===== config.mk =====
export PLATFORM = sky130hd
export DESIGN_NAME = csr_trap_unit
export DESIGN_NICKNAME = d
export VERILOG_FILES = /design/src/rtl/csr_trap_unit.sv
export SDC_FILE = /design/constraint.sdc
export NUM_CORES = 1
export LEC_CHECK = 0
export BUFFER_PORTS_ARGS = -buffer_cell sky130_fd_sc_hd__buf_2
export CAP_MARGIN = 0
export CORE_MARGIN = 8
export CORE_UTILIZATION = 51
export CTS_BUF_LIST = sky130_fd_sc_hd__clkbuf_2
export DETAILED_ROUTE_END_ITERATION = 10
export PLACE_DENSITY = 0.83
export SYNTH_ARGS = -nofsm -noshare
export SYNTH_HDL_FRONTEND = slang
export SYNTH_SLANG_ARGS = --single-unit

===== constraint.sdc =====
create_clock -name clk -period 2.6 [get_ports clk]
set_input_delay 0.13 -clock clk [delete_from_list [all_inputs] [get_ports clk]]
set_output_delay 0.13 -clock clk [all_outputs]
set_load 0.02 [all_outputs]

===== src/rtl/csr_trap_unit.sv =====
// Machine-mode CSR file and trap controller: reads, trap decision and targets are combinational, state commits at clk.
// No backpressure: every CSR access, trap and MRET completes in the cycle it is presented.
module csr_trap_unit #(
  parameter int          NUM_LOCAL_IRQ = 4,
  parameter logic [31:0] MTVEC_RESET   = 32'h0000_0000,
  parameter int          HART_ID       = 0,
  localparam int         LW            = (NUM_LOCAL_IRQ > 0) ? NUM_LOCAL_IRQ : 1
) (
  input  logic          clk,
  input  logic          reset,
  input  logic [11:0]   csr_addr,
  input  logic [31:0]   csr_wdata,
  input  logic          csr_wen,
  input  logic [2:0]    csr_op,
  output logic [31:0]   csr_rdata,
  output logic          csr_illegal,
  input  logic          irq_software,
  input  logic          irq_timer,
  input  logic          irq_external,
  input  logic [LW-1:0] irq_local,
  input  logic          exc_valid,
  input  logic [3:0]    exc_cause,
  input  logic [31:0]   exc_tval,
  input  logic [31:0]   current_pc,
  input  logic          instr_retire,
  input  logic          mret_exec,
  output logic          trap_taken,
  output logic [31:0]   trap_pc,
  output logic [31:0]   mret_pc,
  output logic          irq_pending
);

  localparam logic [11:0] A_MSTATUS   = 12'h300;
  localparam logic [11:0] A_MISA      = 12'h301;
  localparam logic [11:0] A_MIE       = 12'h304;
  localparam logic [11:0] A_MTVEC     = 12'h305;
  localparam logic [11:0] A_MSCRATCH  = 12'h340;
  localparam logic [11:0] A_MEPC      = 12'h341;
  localparam logic [11:0] A_MCAUSE    = 12'h342;
  localparam logic [11:0] A_MTVAL     = 12'h343;
  localparam logic [11:0] A_MIP       = 12'h344;
  localparam logic [11:0] A_MCYCLE    = 12'hB00;
  localparam logic [11:0] A_MINSTRET  = 12'hB02;
  localparam logic [11:0] A_MCYCLEH   = 12'hB80;
  localparam logic [11:0] A_MINSTRETH = 12'hB82;
  localparam logic [11:0] A_MHARTID   = 12'hF14;

  localparam logic [31:0] MISA_VAL   = 32'h4000_0100;
  localparam logic [31:0] LOCAL_MASK = 32'(((64'd1 << NUM_LOCAL_IRQ) - 64'd1) << 16);
  localparam logic [31:0] MIE_MASK   = 32'h0000_0888 | LOCAL_MASK;

  logic        mstatus_mie, mstatus_mpie;
  logic [31:0] mie_q, mtvec_q, mscratch_q, mepc_q, mcause_q, mtval_q;
  logic [63:0] mcycle_q, minstret_q;

  logic [31:0] mip_val, pending, mstatus_rd, tvec_base, wr_val;
  logic [4:0]  irq_code;
  logic        known, read_only, wr_req, wr_en, irq_take;

  always_comb begin
    mip_val     = '0;
    mip_val[3]  = irq_software;
    mip_val[7]  = irq_timer;
    mip_val[11] = irq_external;
    for (int i = 0; i < NUM_LOCAL_IRQ; i++) mip_val[16+i] = irq_local[i];
  end

  assign pending     = mip_val & mie_q;
  assign irq_pending = |pending;

  // Later assignments override earlier ones, so the last test has highest priority.
  always_comb begin
    irq_code = 5'd0;
    for (int i = NUM_LOCAL_IRQ - 1; i >= 0; i--) begin
      if (pending[16+i]) irq_code = 5'(16 + i);
    end
    if (pending[7])  irq_code = 5'd7;
    if (pending[3])  irq_code = 5'd3;
    if (pending[11]) irq_code = 5'd11;
  end

  assign irq_take   = mstatus_mie & irq_pending;
  assign trap_taken = exc_valid | irq_take;
  assign tvec_base  = {mtvec_q[31:2], 2'b00};
  assign trap_pc    = (!exc_valid && mtvec_q[0]) ? tvec_base + {25'd0, irq_code, 2'b00}
                                                 : tvec_base;
  assign mret_pc    = mepc_q;
  assign mstatus_rd = {19'd0, 2'b11, 3'd0, mstatus_mpie, 3'd0, mstatus_mie, 3'd0};

  always_comb begin
    csr_rdata = '0;
    known     = 1'b1;
    read_only = 1'b0;
    case (csr_addr)
      A_MSTATUS:   csr_rdata = mstatus_rd;
      A_MISA:      begin csr_rdata = MISA_VAL; read_only = 1'b1; end
      A_MIE:       csr_rdata = mie_q;
      A_MTVEC:     csr_rdata = mtvec_q;
      A_MSCRATCH:  csr_rdata = mscratch_q;
      A_MEPC:      csr_rdata = mepc_q;
      A_MCAUSE:    csr_rdata = mcause_q;
      A_MTVAL:     csr_rdata = mtval_q;
      A_MIP:       begin csr_rdata = mip_val; read_only = 1'b1; end
      A_MCYCLE:    csr_rdata = mcycle_q[31:0];
      A_MCYCLEH:   csr_rdata = mcycle_q[63:32];
      A_MINSTRET:  csr_rdata = minstret_q[31:0];
      A_MINSTRETH: csr_rdata = minstret_q[63:32];
      A_MHARTID:   begin csr_rdata = 32'(HART_ID); read_only = 1'b1; end
      default:     known = 1'b0;
    endcase
  end

  always_comb begin
    case (csr_op)
      3'b010:  wr_val = csr_rdata | csr_wdata;
      3'b011:  wr_val = csr_rdata & ~csr_wdata;
      default: wr_val = csr_wdata;
    endcase
  end

  assign wr_req      = csr_wen & ((csr_op == 3'b001) | (csr_op == 3'b010) | (csr_op == 3'b011));
  assign csr_illegal = ~known | (read_only & wr_req);
  // A trap in the same cycle discards the CSR write.
  assign wr_en       = wr_req & known & ~read_only & ~trap_taken;

  always_ff @(posedge clk) begin
    if (reset) begin
      mstatus_mie  <= 1'b0;
      mstatus_mpie <= 1'b0;
      mie_q        <= '0;
      mtvec_q      <= MTVEC_RESET & 32'hFFFF_FFFD;
      mscratch_q   <= '0;
      mepc_q       <= '0;
      mcause_q     <= '0;
      mtval_q      <= '0;
      mcycle_q     <= '0;
      minstret_q   <= '0;
    end else begin
      mcycle_q   <= mcycle_q + 64'd1;
      minstret_q <= minstret_q + {63'd0, instr_retire};
      if (wr_en) begin
        case (csr_addr)
          A_MSTATUS:   begin mstatus_mie <= wr_val[3]; mstatus_mpie <= wr_val[7]; end
          A_MIE:       mie_q      <= wr_val & MIE_MASK;
          A_MTVEC:     mtvec_q    <= wr_val & 32'hFFFF_FFFD;
          A_MSCRATCH:  mscratch_q <= wr_val;
          A_MEPC:      mepc_q     <= wr_val & 32'hFFFF_FFFC;
          A_MCAUSE:    mcause_q   <= wr_val;
          A_MTVAL:     mtval_q    <= wr_val;
          A_MCYCLE:    mcycle_q   <= {mcycle_q[63:32], wr_val};
          A_MCYCLEH:   mcycle_q   <= {wr_val, mcycle_q[31:0]};
          A_MINSTRET:  minstret_q <= {minstret_q[63:32], wr_val};
          A_MINSTRETH: minstret_q <= {wr_val, minstret_q[31:0]};
          default: ;
        endcase
      end
      if (trap_taken) begin
        mepc_q       <= current_pc & 32'hFFFF_FFFC;
        mstatus_mpie <= mstatus_mie;
        mstatus_mie  <= 1'b0;
        mcause_q     <= exc_valid ? {28'd0, exc_cause} : {1'b1, 26'd0, irq_code};
        mtval_q      <= exc_valid ? exc_tval : 32'd0;
      end else if (mret_exec) begin
        mstatus_mie  <= mstatus_mpie;
        mstatus_mpie <= 1'b1;
      end
    end
  end

endmodule


==> results of run 1 <==
==> routing by layer <==
metal	track usage [%]	GRT overflow
met1	73.2	3
met2	89.5	87
met3	65.5	9
met4	74.9	74
met5	33.8	0
==> cell usage after synthesis, types with 13 or more instances <==
| library cell | n | area [um^2] |
|---|---|---|
| nand4_1 | 53 | 332 |
| nor3_1 | 85 | 425 |
| inv_1 | 51 | 191 |
| mux2i_1 | 61 | 611 |
| nor2_1 | 266 | 998 |
| nor4_1 | 26 | 163 |
| and4_1 | 15 | 131 |
| a221oi_1 | 14 | 123 |
| nand3_1 | 98 | 490 |
| o32a_1 | 13 | 130 |
| nand2_1 | 213 | 800 |
| nor2b_1 | 13 | 81.3 |
| or3_1 | 21 | 131 |
| o31a_1 | 20 | 175 |
| o31ai_1 | 14 | 105 |
| dfxtp_1 | 294 | 5890 |
| o211ai_1 | 23 | 173 |
| a21o_1 | 13 | 97.6 |
| nand2b_1 | 18 | 113 |
| xor2_1 | 15 | 131 |
| a22oi_1 | 40 | 300 |
| xnor2_1 | 36 | 315 |
| a211oi_1 | 134 | 1010 |
| o21ai_0 | 109 | 546 |
| o22ai_1 | 26 | 163 |
| a21oi_1 | 184 | 921 |
| mux2_2 | 32 | 360 |
| a22o_1 | 18 | 158 |
| a31oi_1 | 38 | 238 |
| and3_1 | 37 | 231 |
| clkbuf_1 | 91 | 342 |
| and2_1 | 19 | 119 |
| buf_2 | 80 | 400 |
| buf_4 | 16 | 120 |
==> stage by stage <==
stage | instances | area, um^2
after CTS | 3860 | 29600
after floorplan | 2419 | 19000
after detailed placement | 3502 | 24800
after global placement | 3502 | 24800
==> what timing repair did <==
| action | 4_1_cts |
|---|---|
| hold endpoints to repair | 287 |
| cloned | 8 |
| resized for setup | 432 |
| hold buffers | 181 |
| pin swaps | 122 |
| buffers inserted | 65 |
| endpoints found under the setup margin | 143 |
==> cells by family after synthesis <==
group / Yosys count / share of synthesized area, %
fa+ha+maj: 9 / 0.635
simple gates: 951 / 25.9
flops: 294 / 31.1
buf+inv: 247 / 5.92
other cells: 1 / 0.0198
mux: 97 / 5.61
xor+xnor: 51 / 2.36
compound gates: 766 / 28.5
==> impl_metrics.json, run 1 <==
{
  "status": "did not finish",
  "lastStage": "global routing (5_1_grt)",
  "toolErrorMsg": "[ERROR GRT-0232] Routing congestion too high. Check the congestion heatmap in the GUI.",
  "numCtsBuffers": 80,
  "synth-edff-count": 0,
  "initial_core_util_pct": 51.8,
  "ys.flop_type": "dfxtp_1",
  "synthArstFlopShare_pct": 0,
  "clk_path_buf_depth": 3,
  "gr-usage-all-layers_pct": 75.3,
  "syn_inst": 2416,
  "grt_remaining_overflow": 173,
  "pre_cts_ws_ns": -0.559,
  "cts.sinks": 294,
  "yosys_warnings": 0,
  "cts_root_buf": "clkbuf_2",
  "io_buffers": 220,
  "grt_start_max_net_pins": 104,
  "htree_levels": 3,
  "avgSynthCellArea_um2": 7.82,
  "pin_count": 227,
  "die_w_um": 209,
  "netlist_area_um2": 18900,
  "dp_hpwl_mm": 82.5,
  "rows": 70,
  "ys_seq_area_share_pct": 31.1,
  "place.gp.congestion": 1.16,
  "synth-seq-cells": 294,
  "yosysUniqueCellTypes": 102,
  "die_h_um": 209
}
==> run 2: changes to the inputs <==
CORE_UTILIZATION = 36   (was 51)
CTS_BUF_LIST = default   (was sky130_fd_sc_hd__clkbuf_2)
PLACE_DENSITY = default   (was 0.83)
PLACE_DENSITY_LB_ADDON = 0.15   (was default)
clock period = 3.4 ns   (was 2.6 ns; I/O delays follow)
==> run 2 against run 1 <==
  * The flow now finishes without violations
  * Synthesized area unchanged
  * Synthesized cell count unchanged
==> impl_metrics.json, run 2 <==
{
  "clk_path_buf_depth": 3,
  "core_area_um2": 52200,
  "antenna_found_initial": 2,
  "grt_pass1_vias": 21100,
  "yosys_warnings": 0,
  "path_cells": "mux2_2 -> a22oi_1 -> o2bb2ai_1 -> a2111oi_0 -> buf_4 -> inv_1 -> buf_2",
  "tightest_slew_ns": 1.34,
  "maxSlewHeadroom_pct": 10.6,
  "period_needed_ns": 3.39,
  "total_power_mw": 8.95,
  "final.period_utilization_pct": 99.8,
  "critPathLaunchType": "register",
  "cp_slowest_stage_delay_ns": 1.10,
  "clk_pin_slew_ns": 0.06,
  "grt_start_max_net_pins": 92,
  "rsz0062_at_grt": "yes",
  "gr-usage-all-layers_pct": 36.4,
  "ir_drop_mv": 0.277,
  "layout_commonest_cell": "dfxtp_1",
  "avgSynthCellArea_um2": 7.82,
  "fmaxAchievable_ghz": 0.295,
  "synth-edff-count": 0,
  "worstPathArrival_ns": 3.22,
  "numCtsBuffers": 39,
  "cpLargestDelayFamily": "compound AO/OA/AOI/OAI gates",
  "synth-seq-cells": 294,
  "finalSetupViolCount": 0,
  "final_cells": 3512,
  "synth.most_common_cell": "dfxtp_1",
  "die_h_um": 245,
  "end_kind": "output pin",
  "grt_remaining_overflow": 0,
  "power_density_nw_per_um2": 367,
  "reg_top3": "mcycle_q: 64 flops, minstret_q: 64 flops",
  "io_buffers": 220,
  "syn_inst": 2416,
  "yosysUniqueCellTypes": 102,
  "slew_violations": 0,
  "hold_viol": 0,
  "cts.sinks": 294,
  "clk_latency_ns": 0.58,
  "final_area_um2": 24300,
  "status": "completed",
  "yosysTopAreaCell": "dfxtp_1",
  "dr.pass1.iters": 6,
  "netlist_area_um2": 18900,
  "finalNetCount": 2928,
  "cellLeakagePower_nw": 9.11,
  "drtIter0Drc": 2594,
  "crit_required_ns": 3.23,
  "via_count": 22400,
  "dp.cells": 3375,
  "hold_depth": 3,
  "layout_common_cells": "dfxtp_1, nor2_1, buf_4",
  "cts_tree": "yes",
  "synth_area_leaders": "dfxtp_1, a211oi_1, nor2_1",
  "crit_type": "reg -> out",
  "ant_nets": 0,
  "place.gp.congestion": 1.06,
  "rows": 84,
  "wire_per_inst_um": 32.6,
  "crit_fanout": 3,
  "hold_path.class": "in -> reg",
  "viasPerCell": 6.37,
  "max_cap_violations": 0,
  "dieArea_um2": 60100,
  "r2r_cells": 9,
  "clock_skew_ns": 0.0300,
  "syn_to_final_growth_pct": 28.8,
  "dp_hpwl_mm": 85.8,
  "nFillCells": 5174,
  "die_w_um": 245,
  "initial_core_util_pct": 36.2,
  "ys.flop_type": "dfxtp_1",
  "grt_pass1_wl_mm": 160,
  "routed_wl_mm": 115,
  "drc_errors": 0,
  "yosys-top-cells-count": "dfxtp_1, nor2_1, nand2_1",
  "cp.depth": 7,
  "critPathBufInv": 3,
  "drive_gt1_share_pct": 23.3,
  "cts_root_buf": "clkbuf_16",
  "placed_area_um2": 22400,
  "synthArstFlopShare_pct": 0,
  "htree_levels": 2,
  "yosysTopAreaCellShare_pct": 31.1,
  "critPathSlowestCell": "a2111oi_0",
  "pin_count": 227,
  "ys_seq_area_share_pct": 31.1
}
[run 2: cell counts after synthesis]
No cell type changed its count.
[run 2: final timing paths]
kind         slack [ns]            from             end
max               0.007      mret_pc[2]    csr_rdata[2]
min                0.02  current_pc[22]     mret_pc[22]
max reg2reg        0.35      mret_pc[2]  minstret_q[34]
min reg2reg        0.47     mcause_q[5]     mcause_q[5]
[run 2: worst min-delay path, cell delays in order]
cell and delay, ns:
buf_2 0.08, a21oi_1 0.08, a211oi_1 0.21
[run 2: power breakdown]
| part | switching [mW] | internal [mW] | total (mW) |
|---|---|---|---|
| Clock | 1.72 | 2.42 | 4.14 |
| Combinational | 0.803 | 0.423 | 1.23 |
| Sequential | 0.0704 | 3.51 | 3.58 |
| Total | 2.59 | 6.36 | 8.95 |
[run 2: area by class of cell]
| type | count | area, um^2 | share of cell area, % |
|---|---|---|---|
| multi-input cells | 1878 | 12100 | 49.6 |
| flip-flops and latches | 294 | 5890 | 24.2 |
| repair buffers | 526 | 4050 | 16.6 |
| clock buffers | 61 | 1160 | 4.76 |
| well taps | 688 | 861 | 3.54 |
| inverters | 52 | 195 | 0.802 |
| clock inverters | 9 | 93.8 | 0.385 |
| diodes | 4 | 10.0 | 0.0411 |
[run 2: through the flow]
step | setup slack, ns | util [%] | hold slack, ns | setup TNS, ns
after floorplan | 0.317 | - | 0.327 | 0
after global placement | -0.0233 | 42.8 | 0.443 | -0.0339
after detailed placement | -0.0492 | 42.8 | 0.473 | -0.0982
after CTS | 0.00279 | 46.4 | 0.00641 | 0
after global routing | -0.129 | 46.6 | 0.0235 | -0.652
final | 0.00706 | 46.6 | 0.0242 | 0
[run 2: cell families after synthesis]
kind of cell	synth area share (%)
buffers and inverters	5.92
and+or+nand+nor	25.9
AOI/OAI and AO/OA	28.5
adders and majority gates	0.635
other	0.0198
DFF	31.1
xor gates and xnor gates	2.36
muxes	5.61
[run 2: what timing repair did]
action                     4_1_cts  5_1_grt
hold endpoints to repair        56        0
buffers inserted                 5        4
pin swaps                        3       11
hold buffers                    55        0
resized for setup                9       23
setup endpoints to repair       25       24
[run 2: routing by layer]
| layer | vias to the layer above | routed length [um] | track usage, % |
|---|---|---|---|
| li1 | 9852 | - | - |
| met1 | 11000 | 45900 | 45.9 |
| met2 | 1243 | 51100 | 57.4 |
| met3 | 289 | 9930 | 7.15 |
| met4 | 0 | 7620 | 21.3 |
| met5 | - | 0 | 0 |
No activity file was read; power rests on OpenSTA's default activity.
==> run 3: changes to the inputs <==
SETUP_SLACK_MARGIN = 0.4   (was default)
==> run 3 against run 2 <==
  * The run now ends with negative setup slack left
  * Design area increased by 3.2%
  * Non-clock buffer count is 52 higher
  * Sequential cell count is the same
  * Cell count increased by 1.3%
  * Clock power about the same
  * Fmax fell by 1.1%
  * Via count rose by 1.0%
  * Routed wire length shrank 0.45%
  * Global-route usage decreased by 0.24 points
==> impl_metrics.json, run 3 (synthesis results as in run 2) <==
{
  "status": "finished, violations left",
  "failed_checks": "negative setup slack",
  "rsz0062_at_grt": "yes",
  "pin_count": 227,
  "endpoint": "trap_pc[16]",
  "r2r_start": "mie_q[3]",
  "reg_top3": "mcycle_q: 64 flops, minstret_q: 64 flops",
  "p_sw_share_pct": 28.6,
  "cts_root_buf": "clkbuf_16",
  "clk_pin_slew_ns": 0.06,
  "wire_per_inst_um": 32.1,
  "rows": 84,
  "antenna_found_initial": 3,
  "finalSetupViolCount": 5,
  "clock_skew_ns": 0.0153,
  "grt_remaining_overflow": 0,
  "ir_drop_mv": 0.281,
  "p_sw_mw": 2.56,
  "hold_viol": 0,
  "path_cells": "a22o_1 -> nor2_4 -> nand2_2 -> ha_4 -> fa_2 -> a21o_1 -> a21oi_2 -> nor2b_1 -> o21ai_1 -> buf_4 -> nor2_1 -> and4_1 -> xor2_2 -> buf_6",
  "dp.cells": 3388,
  "gr-usage-all-layers_pct": 36.2,
  "dieArea_um2": 60100,
  "clk_path_buf_depth": 3,
  "p_seq_share_pct": 40.0,
  "nFillCells": 5126,
  "layout_setup_ws_ns": -0.0293,
  "crit_fanout": 3,
  "whs_ns": 0.00563,
  "worstPathArrival_ns": 3.26,
  "hold_path.class": "in -> reg",
  "drive_gt1_share_pct": 26.3,
  "tightest_slew_ns": 1.12,
  "slew_violations": 0,
  "final_util_pct": 48.1,
  "io_buffers": 220,
  "viasPerCell": 6.35,
  "rrSetupSlack_ns": -0.01,
  "drtIter0Drc": 2916,
  "syn_to_final_growth_pct": 33.0,
  "final_cells": 3557,
  "via_count": 22600,
  "cts.sinks": 294,
  "finalNetCount": 2980,
  "routed_wl_mm": 114,
  "cp.depth": 14,
  "initial_core_util_pct": 36.2,
  "critPathBufInv": 2,
  "pre_cts_ws_ns": -0.0662,
  "crit_type": "reg -> out",
  "die_h_um": 245,
  "critPathLaunchType": "register",
  "regArea_um2": 5890,
  "power_density_nw_per_um2": 356,
  "core_area_um2": 52200,
  "final_area_um2": 25100,
  "grt_pass1_wl_mm": 159,
  "final.period_utilization_pct": 101,
  "intPower_mw": 6.39,
  "layout_commonest_cell": "dfxtp_1",
  "power.clock.fraction_pct": 46.2,
  "cpLargestDelayFamily": "compound AO/OA/AOI/OAI gates",
  "max_cap_violations": 0,
  "placed_area_um2": 22500,
  "critical_path.startpoint": "mie_q[3]",
  "drc_errors": 0,
  "fmaxAchievable_ghz": 0.292,
  "dr.pass1.iters": 6,
  "maxSlewHeadroom_pct": 25.1,
  "place.gp.congestion": 1.03,
  "r2r-end": "mcause_q[0]",
  "htree_levels": 2,
  "cts_tree": "yes",
  "critPathSlowestCell": "fa_2",
  "cp_slowest_stage_delay_ns": 0.34,
  "layout_common_cells": "dfxtp_1, buf_4, nor2_1",
  "grt_start_max_net_pins": 147,
  "grt_pass1_vias": 21300,
  "comb_power_share_pct": 13.8,
  "cellLeakagePower_nw": 9.51,
  "clk_latency_ns": 0.57,
  "crit_required_ns": 3.23,
  "dp_hpwl_mm": 84.9,
  "period_needed_ns": 3.43,
  "die_w_um": 245,
  "numCtsBuffers": 38,
  "r2r_cells": 23,
  "ant_nets": 0,
  "end_kind": "output pin",
  "multi_input_area_um2": 12400
}
==> run 3: cell types whose count changed in the layout (fill, tap and decap cells not counted), moves of 4 or more <==
cell / before / now
clkbuf_1: 13 / 9
nand3_1: 98 / 88
buf_2: 211 / 192
buf_6: 0 / 20
nand3_2: 3 / 8
xnor2_2: 1 / 12
dlygate4sd3_1: 55 / 49
buf_4: 220 / 274
nand3_4: 0 / 5
xnor2_1: 35 / 23
==> run 3: power groups by stage <==
stage / combinational (mW) / sequential [mW] / clock [mW]
after CTS: 1.20 / 3.58 / 4.17
after global routing: 1.26 / 3.59 / 4.32
after floorplan: 0.477 / 3.65 / 0
after detailed placement: 1.15 / 3.66 / 0
after global placement: 1.14 / 3.66 / 0
final: 1.23 / 3.59 / 4.13
==> run 3: area by class of cell <==
cell class	count	share of cell area [%]
Antenna cell	2	0.0199
Clock buffer	54	4.34
Clock inverter	10	0.523
Inverter	52	0.776
Multi-Input combinational cell	1879	49.2
Sequential cell	294	23.4
Tap cell	688	3.42
Timing Repair Buffer	578	18.3
==> run 3: how the worst min path moves through the flow <==
| stage | startpoint | to | slack (ns) | cells past startpoint |
|---|---|---|---|---|
| final | current_pc[22] | mret_pc[22] | 0.006 | 3 |
| after global placement | mtval_q[14] | mtval_q[14] | 0.44 | 2 |
| after detailed placement | mtval_q[14] | mtval_q[14] | 0.45 | 2 |
| after CTS | exc_tval[26] | mtval_q[26] | 0.002 | 3 |
| after floorplan | mret_exec | mstatus_mie | 0.33 | 2 |
| after global routing | current_pc[22] | mret_pc[22] | 0.007 | 3 |
==> run 3: metrics by stage <==
stage               TNS (ns)  power [mW]
CTS                        0        8.96
finish               -0.0770        8.95
global placement      -0.242        4.80
detailed placement    -0.250        4.81
floorplan                  0        4.13
global route           -1.29        9.17
==> run 3: layer usage <==
layer / routed length (um) / global-route usage [%]
met3: 9820 / 5.98
met5: 0 / 0
met2: 51000 / 57.3
met1: 45700 / 46.5
met4: 7490 / 19.9
==> run 3: timing repair <==
action | 4_1_cts | 5_1_grt
gates resized for setup | 64 | 61
cloned | 1 | 0
setup buffers | 36 | 17
pin swaps | 26 | 26
hold buffers | 49 | 0
setup endpoints to repair | 29 | 60
endpoints found under the hold margin | 65 | 0
==> run 3: worst register-to-register path: cells and delay by family (launching register included) <==
family,cells,cell delay (ns)
buffers and inverters,17,2.12
flip-flops,1,0.33
AO/OA/AOI/OAI,3,0.55
AND/OR/NAND/NOR,3,0.31
